File: config.mk
export PLATFORM = sky130hd
export DESIGN_NAME = byte_serial_ram_ctrl
export DESIGN_NICKNAME = d
export VERILOG_FILES = /design/src/rtl/byte_serial_ram_pkg.sv /design/src/rtl/ram_sync_bwe.sv /design/src/rtl/byte_serial_ram_ctrl.sv
export SDC_FILE = /design/constraint.sdc
export NUM_CORES = 1
export LEC_CHECK = 0
export CORE_MARGIN = 2
export CORE_UTILIZATION = 61
export CTS_CLUSTER_DIAMETER = 40
export CTS_CLUSTER_SIZE = 30
export DETAILED_ROUTE_END_ITERATION = 12
export GPL_TIMING_DRIVEN = 0
export PLACE_DENSITY = 0.84
export SKIP_LAST_GASP = 1
export SYNTH_ARGS = -nofsm -noshare
export SYNTH_HDL_FRONTEND = slang
export SYNTH_SLANG_ARGS = --single-unit
File: constraint.sdc
create_clock -name clk -period 7.4 [get_ports clk]
set_input_delay 1.11 -clock clk [delete_from_list [all_inputs] [get_ports clk]]
set_output_delay 1.11 -clock clk [all_outputs]
set_load 0.01 [all_outputs]
File: src/rtl/byte_serial_ram_pkg.sv
// Shared definitions for the byte-serial RAM front end: command opcodes and
// controller state encoding.
package byte_serial_ram_pkg;

  localparam logic [1:0] OP_NOP        = 2'b00;
  localparam logic [1:0] OP_WRITE      = 2'b01;
  localparam logic [1:0] OP_READ       = 2'b10;
  localparam logic [1:0] OP_BYTE_WRITE = 2'b11;

  typedef enum logic [2:0] {
    S_IDLE,
    S_WR_COLLECT,
    S_WR_COMMIT,
    S_RD_ACCESS,
    S_RD_LOAD,
    S_RD_STREAM
  } state_t;

endpackage

File: src/rtl/ram_sync_bwe.sv
// Small synchronous RAM with per-byte write enables and 1-cycle read latency.
// Storage has no reset; this is the drop-in point for the hard DFFRAM macro.
module ram_sync_bwe #(
  parameter int  DEPTH      = 8,
  parameter int  WORD_BYTES = 4,
  localparam int AW         = $clog2(DEPTH)
) (
  input  logic                    clk,
  input  logic                    en,
  input  logic [WORD_BYTES-1:0]   we,
  input  logic [AW-1:0]           addr,
  input  logic [8*WORD_BYTES-1:0] di,
  output logic [8*WORD_BYTES-1:0] dout
);

  logic [8*WORD_BYTES-1:0] r_mem [DEPTH];

  // Byte-lane writes and registered read on every enabled cycle
  always_ff @(posedge clk) begin
    if (en) begin
      for (int unsigned i = 0; i < WORD_BYTES; i++) begin
        if (we[i]) r_mem[addr][8*i +: 8] <= di[8*i +: 8];
      end
      dout <= r_mem[addr];
    end
  end

endmodule

File: src/rtl/byte_serial_ram_ctrl.sv
// Byte-serial command front end for a byte-enable RAM: word/byte writes and
// burst reads over an 8-bit data path, with address auto-increment and wrap.
module byte_serial_ram_ctrl
  import byte_serial_ram_pkg::*;
#(
  parameter int  DEPTH      = 8,
  parameter int  WORD_BYTES = 4,
  parameter int  LEN_W      = 4,
  localparam int ADDR_W     = $clog2(DEPTH),
  localparam int LANE_W     = (WORD_BYTES > 1) ? $clog2(WORD_BYTES) : 1
) (
  input  logic              clk,
  input  logic              rst_n,
  input  logic              cmd_valid,
  output logic              cmd_ready,
  input  logic [1:0]        cmd_op,
  input  logic [ADDR_W-1:0] cmd_addr,
  input  logic [LEN_W-1:0]  cmd_len,
  input  logic [LANE_W-1:0] cmd_lane,
  input  logic [7:0]        din,
  input  logic              din_valid,
  output logic              din_ready,
  output logic [7:0]        dout,
  output logic              dout_valid,
  output logic              busy
);

  localparam int WORD_W = 8 * WORD_BYTES;
  localparam logic [LANE_W-1:0] LAST_LANE = LANE_W'(WORD_BYTES - 1);

  state_t                  r_state, w_state_nxt;
  logic [ADDR_W-1:0]       r_addr;
  logic [LEN_W-1:0]        r_words;
  logic [LANE_W-1:0]       r_bcnt;
  logic [WORD_W-1:0]       r_wbuf, r_sh;
  logic [WORD_BYTES-1:0]   r_we;
  logic [7:0]              r_dout;
  logic                    r_dout_valid;
  logic [WORD_W-1:0]       w_ram_rdata, w_wbuf_shift, w_sh_next;
  logic [WORD_BYTES-1:0]   w_lane_we, w_ram_we;
  logic                    w_ram_en, w_last_byte;

  assign w_last_byte  = (r_bcnt == LAST_LANE);
  assign w_wbuf_shift = (r_wbuf >> 8) | (WORD_W'(din) << (8 * (WORD_BYTES - 1)));
  assign w_sh_next    = r_sh >> 8;
  assign dout         = r_dout;
  assign dout_valid   = r_dout_valid;

  // One-hot byte enable for BYTE_WRITE from the command lane index
  always_comb begin
    w_lane_we = '0;
    for (int unsigned i = 0; i < WORD_BYTES; i++) begin
      w_lane_we[i] = (cmd_lane == LANE_W'(i));
    end
  end

  // FSM state register
  always_ff @(posedge clk or negedge rst_n) begin
    if (!rst_n) r_state <= S_IDLE;
    else        r_state <= w_state_nxt;
  end

  // Next-state decode, handshake outputs and RAM port control
  always_comb begin
    w_state_nxt = r_state;
    cmd_ready   = 1'b0;
    din_ready   = 1'b0;
    busy        = 1'b1;
    w_ram_en    = 1'b0;
    w_ram_we    = '0;
    case (r_state)
      S_IDLE: begin
        cmd_ready = 1'b1;
        busy      = 1'b0;
        if (cmd_valid) begin
          case (cmd_op)
            OP_WRITE:      w_state_nxt = S_WR_COLLECT;
            OP_READ:       w_state_nxt = S_RD_ACCESS;
            OP_BYTE_WRITE: w_state_nxt = S_WR_COMMIT;
            default:       w_state_nxt = S_IDLE;
          endcase
        end
      end
      S_WR_COLLECT: begin
        din_ready = 1'b1;
        if (din_valid && w_last_byte) w_state_nxt = S_WR_COMMIT;
      end
      S_WR_COMMIT: begin
        w_ram_en    = 1'b1;
        w_ram_we    = r_we;
        w_state_nxt = (r_words != '0) ? S_WR_COLLECT : S_IDLE;
      end
      S_RD_ACCESS: begin
        w_ram_en    = 1'b1;
        w_state_nxt = S_RD_LOAD;
      end
      S_RD_LOAD:   w_state_nxt = S_RD_STREAM;
      S_RD_STREAM: begin
        if (w_last_byte) w_state_nxt = (r_words != '0) ? S_RD_ACCESS : S_IDLE;
      end
      default: w_state_nxt = S_IDLE;
    endcase
  end

  // Datapath: command latch, byte collection, address/word counters, read shifter
  always_ff @(posedge clk or negedge rst_n) begin
    if (!rst_n) begin
      r_addr       <= '0;
      r_words      <= '0;
      r_bcnt       <= '0;
      r_wbuf       <= '0;
      r_sh         <= '0;
      r_we         <= '0;
      r_dout       <= '0;
      r_dout_valid <= 1'b0;
    end else begin
      case (r_state)
        S_IDLE: begin
          if (cmd_valid && cmd_op != OP_NOP) begin
            r_addr <= cmd_addr;
            r_bcnt <= '0;
            case (cmd_op)
              OP_WRITE: begin
                r_words <= cmd_len;
                r_we    <= '1;
              end
              OP_READ: r_words <= cmd_len;
              default: begin
                // din replicated to every lane; only the selected lane is enabled
                r_words <= '0;
                r_we    <= w_lane_we;
                r_wbuf  <= {WORD_BYTES{din}};
              end
            endcase
          end
        end
        S_WR_COLLECT: begin
          if (din_valid) begin
            r_wbuf <= w_wbuf_shift;
            r_bcnt <= w_last_byte ? '0 : r_bcnt + LANE_W'(1);
          end
        end
        S_WR_COMMIT: begin
          r_addr <= r_addr + ADDR_W'(1);
          if (r_words != '0) r_words <= r_words - LEN_W'(1);
        end
        S_RD_LOAD: begin
          r_sh         <= w_ram_rdata;
          r_dout       <= w_ram_rdata[7:0];
          r_dout_valid <= 1'b1;
          r_bcnt       <= '0;
        end
        S_RD_STREAM: begin
          if (w_last_byte) begin
            r_dout_valid <= 1'b0;
            r_bcnt       <= '0;
            r_addr       <= r_addr + ADDR_W'(1);
            if (r_words != '0) r_words <= r_words - LEN_W'(1);
          end else begin
            r_sh   <= w_sh_next;
            r_dout <= w_sh_next[7:0];
            r_bcnt <= r_bcnt + LANE_W'(1);
          end
        end
        default: ;
      endcase
    end
  end

  ram_sync_bwe #(
    .DEPTH      (DEPTH),
    .WORD_BYTES (WORD_BYTES)
  ) u_ram (
    .clk  (clk),
    .en   (w_ram_en),
    .we   (w_ram_we),
    .addr (r_addr),
    .di   (r_wbuf),
    .dout (w_ram_rdata)
  );

endmodule

# Yosys cells after proc, flatten, opt, wreduce, memory -nomap -nowiden
# Memories as Yosys holds them, arrays and structs flattened. A register that Yosys moved wholly into a read port is not among the register bits.
# Cells that the tools add are included.
dict set report op_classes {
  addsub 3
  n_eq_ne 19
  mux 47
  n_bitwise 2
  n_reduce_logical 19
}
# op count
set op_table {}
lappend op_table {{$mux W32} 4}
lappend op_table {{$pmux W32 S2} 2}
lappend op_table {{$or A24 B32 Y32} 1}
lappend op_table {{$mux W4} 5}
lappend op_table {{$mux W1} 18}
lappend op_table {{$pmux W3 S6} 1}
lappend op_table {{$pmux W8 S2} 1}
lappend op_table {{$mux W3} 5}
lappend op_table {{$ne A2 B2 Y1 const B} 7}
lappend op_table {{$pmux W4 S3} 1}
lappend op_table {{$reduce_and A3 Y1} 4}
lappend op_table {{$eq A2 B2 Y1 const B} 5}
lappend op_table {{$pmux W3 S3} 1}
lappend op_table {{$mux W2} 4}
lappend op_table {{$mux W8} 1}
lappend op_table {{$pmux W2 S4} 1}
lappend op_table {{$pmux W4 S2} 1}
lappend op_table {{$reduce_bool A4 Y1} 2}
lappend op_table {{$eq A3 B2 Y1 const B} 2}
lappend op_table {{$eq A3 B3 Y1 const B} 2}
lappend op_table {{$pmux W2 S3} 1}
lappend op_table {{$reduce_bool A2 Y1} 3}
lappend op_table {{$eq A2 B1 Y1 const B} 2}
lappend op_table {{$reduce_and A2 Y1} 2}
lappend op_table {{other kinds (12)} 14}
dict set report word_totals {
  ff_bits 89
  ram_bits 256
  inputBits 23
  out_inout_bits 12
  elab_cells 100
  memories 1
}
# memory depth word_bits read_ports rd_ports_with_merged_regs wr line_no
set memory_table {}
lappend memory_table {u_ram.r_mem 8 32 1 1 1 ram_sync_bwe.sv:16} ;# logic [8*WORD_BYTES-1:0] r_mem [DEPTH];

# Longest topological paths before layout
dict set report depth {
  word_depth 5
  ltp_mapped 8
  mapped_depth_nobuf 6
}

# Cells and area by module
# From an unflattened synthesis, not the netlist that was laid out.
dict set report unflattened {
  hier_cells 839
  area_unflattened_um2 14797.9
}
# module instances cells_per_inst area_each_um2 seq_area_each_um2
set by_module_without_submodules {}
lappend by_module_without_submodules {ram_sync_bwe 1 449 10825.4 8648.3}
lappend by_module_without_submodules {byte_serial_ram_ctrl 1 390 3972.6 2026.9}

# Worst setup path after synthesis
# Ideal clock, no wire load.
dict set report synth_path {
  kind {input -> register}
  from {input port cmd_op[0]}
  to {register r_wbuf[25]}
  setup_time_ps 125
  t_arrival_ps 2871
  required_ps 7275
  setup_slack_ps 4404
  cell_stages 7
  path_buffers 2
  path_cell_list {inv_1 > ha_1 > or4b_1 > a211o_1 > buf_6 > buf_6 > mux2_4}
}
dict set report synth_between {
  elab_chain_len 4
  word_cells_on_any_way 8
  cone_classes {eq/ne (4); reduce/logical (4)}
}
# item line_no
set synth_lines {}
lappend synth_lines {{from (decl)} byte_serial_ram_ctrl.sv:16} ;# input logic [1:0] cmd_op,
lappend synth_lines {{$eq A2 B2 Y1, or another cell as far along} byte_serial_ram_ctrl.sv:122} ;# case (cmd_op)
lappend synth_lines {{$reduce_or A2 Y1 (no line) or $logic_and A1 B1 Y1 (tied branches)} --}
lappend synth_lines {{$ne A2 B2 Y1 (no line)} --}
lappend synth_lines {{$reduce_and A4 Y1 (no line) *} --}
lappend synth_lines {{to (signal assigned)} byte_serial_ram_ctrl.sv:132} ;# r_wbuf <= {WORD_BYTES{din}};
lappend synth_lines {{to (signal assigned)} byte_serial_ram_ctrl.sv:139} ;# r_wbuf <= w_wbuf_shift;
lappend synth_lines {{to (decl)} byte_serial_ram_ctrl.sv:35} ;# logic [WORD_W-1:0] r_wbuf, r_sh;
# Every way passes the cells marked *; elsewhere a longest branch is shown, timed or not.
# A chain may end at the register's enable or synchronous reset.

# Worst setup path in the final report
dict set report layout_path {
  from {register r_state[0]}
  to {output port din_ready}
}
dict set report layout_between {
  elab_chain_len 2
}
# item line_no
set layout_lines {}
lappend layout_lines {{from (decl)} byte_serial_ram_ctrl.sv:31} ;# state_t r_state, w_state_nxt;
lappend layout_lines {{from (signal assigned)} byte_serial_ram_ctrl.sv:60} ;# else r_state <= w_state_nxt;
lappend layout_lines {{$eq A3 B1 Y1} byte_serial_ram_ctrl.sv:71} ;# case (r_state)
lappend layout_lines {{$mux W1} byte_serial_ram_ctrl.sv:71}
lappend layout_lines {{to (decl)} byte_serial_ram_ctrl.sv:22} ;# output logic din_ready,
# No other way between the ends.

==> metrics <==
final core utilization=71.0%; TritonCTS clock tree=done; die width=159 um; total internal power=4.65 mW; DIE AREA=25,300 um^2; Initial Utilization=62.3%; Max Clock Skew=0.0172 ns; Final Non-Filler Cells=1,345; Worst slew margin=7.80%; Simple-Gate Fraction of Synth Area=5.65%; number of remaining DRC errors=0; post-synth cell types=54; register bit total from synthesis=369; vias after detailed routing=8,825; Reg2Reg Setup Slack=3.96 ns; Critical-path top delay cell=nor3b_1; HP Class=flop to flop; P_sw=2.37 mW; Commonest cells post-synth=edfxtp_1 (288), dfrtp_1 (81), nand2_1 (77); CTS Root Cell=clkbuf_16; GPL Wtd Cong=0.919; largest family of logic cells by synthesized area=multiplexers; Max Cap Viol=0; first-pass GRT wire length=52,900 um; part of the power in combinational logic=28.3%; average wire per standard cell=26.0 um; CP top delay family=buffers and inverters; ys async rst share=22.0%; Ports=35; Num CTS Buffers=36; CTS Sinks=369; initial antenna violation count=0; M1 wire length=13,000 um; Worst Path Required=6.29 ns; clk slew on worst S/H paths=0.06 ns; Rows=56; vias per std cell=6.56; met2 WL=16,500 um; htree depth=2; RSZ-0062 raised after global routing=no; largest net degree at the start of global routing=52; mux cell area share after synthesis=10.5%; post-synth top area share=58.9%; WP buf/inv=5; WL met3=3880 um; final hold vios=0; aggregate global-route resource usage=28.1%; Synth Area in Compound Gates=8.10%; Netlist Area Pre-Place=14,700 um^2; crit path max fanout=10; switch share=33.8%; layout cells sized above 1=16.4%; worst setup path class=flop to output port; Bufs on Longest Clock Path=3; Antenna Violating Nets Remaining=0; post-DP HPWL=22,600 um; sequential share of power=44.5%; LEAKAGE=5.87 nW; mean cell area of the mapped netlist=15.9 um^2; peak supply drop=0.000337 V; leading area contributor after synthesis=edfxtp_1; ys flop type=edfxtp_1; die height=159 um; CTS resizes=0; Post-synth EDFFs=288; Max stage delay on crit path=1.06 ns; Post-Synth Adder-Cell Area=0.597%; nets=1,028; min cycle time layout=4.52 ns; post-synthesis xor/xnor area fraction=0%; Worst Hold Margin=0.474 ns; vias in the first global route=8,845; grt ovf=0; Total Power=7.02 mW; most numerous cell in the Yosys netlist=edfxtp_1; drt total wl=35,000 um; Tcrit/Tclk final=61.0%; power density over cell area=420 nW/um^2; critical path, cell by cell=buf_6 > buf_2 > nor3b_1 > buf_2 > buf_4 > clkdlybuf4s50_1; Final setup viols=0; Placed Cells=1,279; Setup Fix Bufs, Post-CTS=0; TritonRoute pass-1 iters=6; Layout area overhead=13.9%; critical path's most frequent cell=buf_2; clock latency at the later pin of the worst-skew pair=0.53 ns; Port Buf Inserts=34; hold_buf cts=0; ant diodes=0; fillers=1,443; Syn. warnings=0; Clock power frac=27.2%; CP arrival=3.41 ns; Syn Inst Count=924; worst-margin pin slew=1.37 ns; post-synthesis sequential area ratio=72.7%; Slew Limit Fails=0; max frequency=221 MHz; CP endpoint kind=output port; Top Layer Used=met4; Net Count, Synth=954; status=complete, no violations; Placeable Area=23,500 um^2; First DRT Iteration DRCs=1,399; leading post-synthesis cells by cell area=edfxtp_1 (59%), dfrtp_1 (14%), mux4_2 (4.6%), mux2_2 (3.1%), mux2i_1 (2.7%); setup_tns=0 ns; Worst setup SP type=flop
[cells by family (layout without fill, tap and decap cells)]
family                     Yosys count  count (layout)
and+or+nand+nor                    180             180
AOI/OAI and AO/OA                  184             184
buffers and inverters               73             175
adders and majority gates            7               7
muxes                              111             111
DFF                                369             369
[placed cells by master, fill, tap and decap left out, types with 5 or more instances in the layout]
cell             Yosys  routed
a221oi_1            20      20
dfrtp_1             81      81
nor2_1              47      47
buf_1               12      12
clkbuf_16            0      37
clkdlybuf4s50_1      0      33
inv_6                0       5
buf_2               15      16
mux4_2              30      30
a22o_1              13      13
clkbuf_1            21      24
inv_1               12      12
a21oi_1             38      38
nand2_1             77      77
mux2_2              40      40
mux2i_1             39      39
a22oi_1             14      14
o21ai_0             60      60
nand3_1              5       5
o22ai_1             12      12
clkinv_4             0       6
nor3_1              11      11
buf_4                9      10
nor2b_1             15      14
ha_1                 7       7
edfxtp_1           288     288
[path summary, 6_finish.rpt]
check,endpoint,start,cells past startpoint
max,din_ready,r_state[0]$_DFFE_PN0P_,6
max reg2reg,u_ram.r_mem[1][27]$_DFFE_PP_,r_addr[1]$_DFFE_PN0P_,5
min,r_sh[28]$_DFFE_PN0P_,u_ram.dout[28]$_DFFE_PP_,1
min reg2reg,r_sh[28]$_DFFE_PN0P_,u_ram.dout[28]$_DFFE_PP_,1
min in group asynchronous,r_words[1]$_DFFE_PN0P_,rst_n,1
max in group asynchronous,r_wbuf[1]$_DFFE_PN0P_,rst_n,2
[routing by layer]
layer  vias to the layer above  track usage, %
li1                       3717               -
met1                      4360            37.7
met2                       638            45.0
met3                       110            5.76
met4                         0            13.2
met5                         -               0
[power by group through the flow]
stage	logic, mW	clock network (mW)	registers, mW
6_report	1.99	1.91	3.13
5_1_grt	2.11	2.00	3.17
4_1_cts	1.94	1.91	3.11
3_5_place_dp	1.91	0	3.15
3_3_place_gp	1.85	0	3.12
2_1_floorplan	1.29	0	2.99
[metrics by stage]
step                setup slack, ns  instance area [um^2]
floorplan                      4.40                 14700
global placement               2.25                 15400
detailed placement             3.54                 15500
CTS                            2.97                 16700
global route                   2.81                 16700
finish                         2.88                 16700
[registers in the layout, indices dropped and copies added (netlist names)]
register	count
r_addr	3
r_sh	32
r_words	4
r_bcnt	2
r_wbuf	32
r_state	3
dout_valid	1
u_ram.dout	32
r_we	4
u_ram.r_mem	256
[final cells by class]
type / instances / area (um^2) / area share [%]
sequential: 369 / 10700 / 63.9
clock buffer: 41 / 951 / 5.69
timing repair buffer: 36 / 370 / 2.22
multi-input combinational: 482 / 3660 / 21.9
inverter: 13 / 48.8 / 0.292
clock inverter: 25 / 303 / 1.81
tap: 319 / 399 / 2.39
buffer: 60 / 300 / 1.80
(Power assumes the default switching activity.)
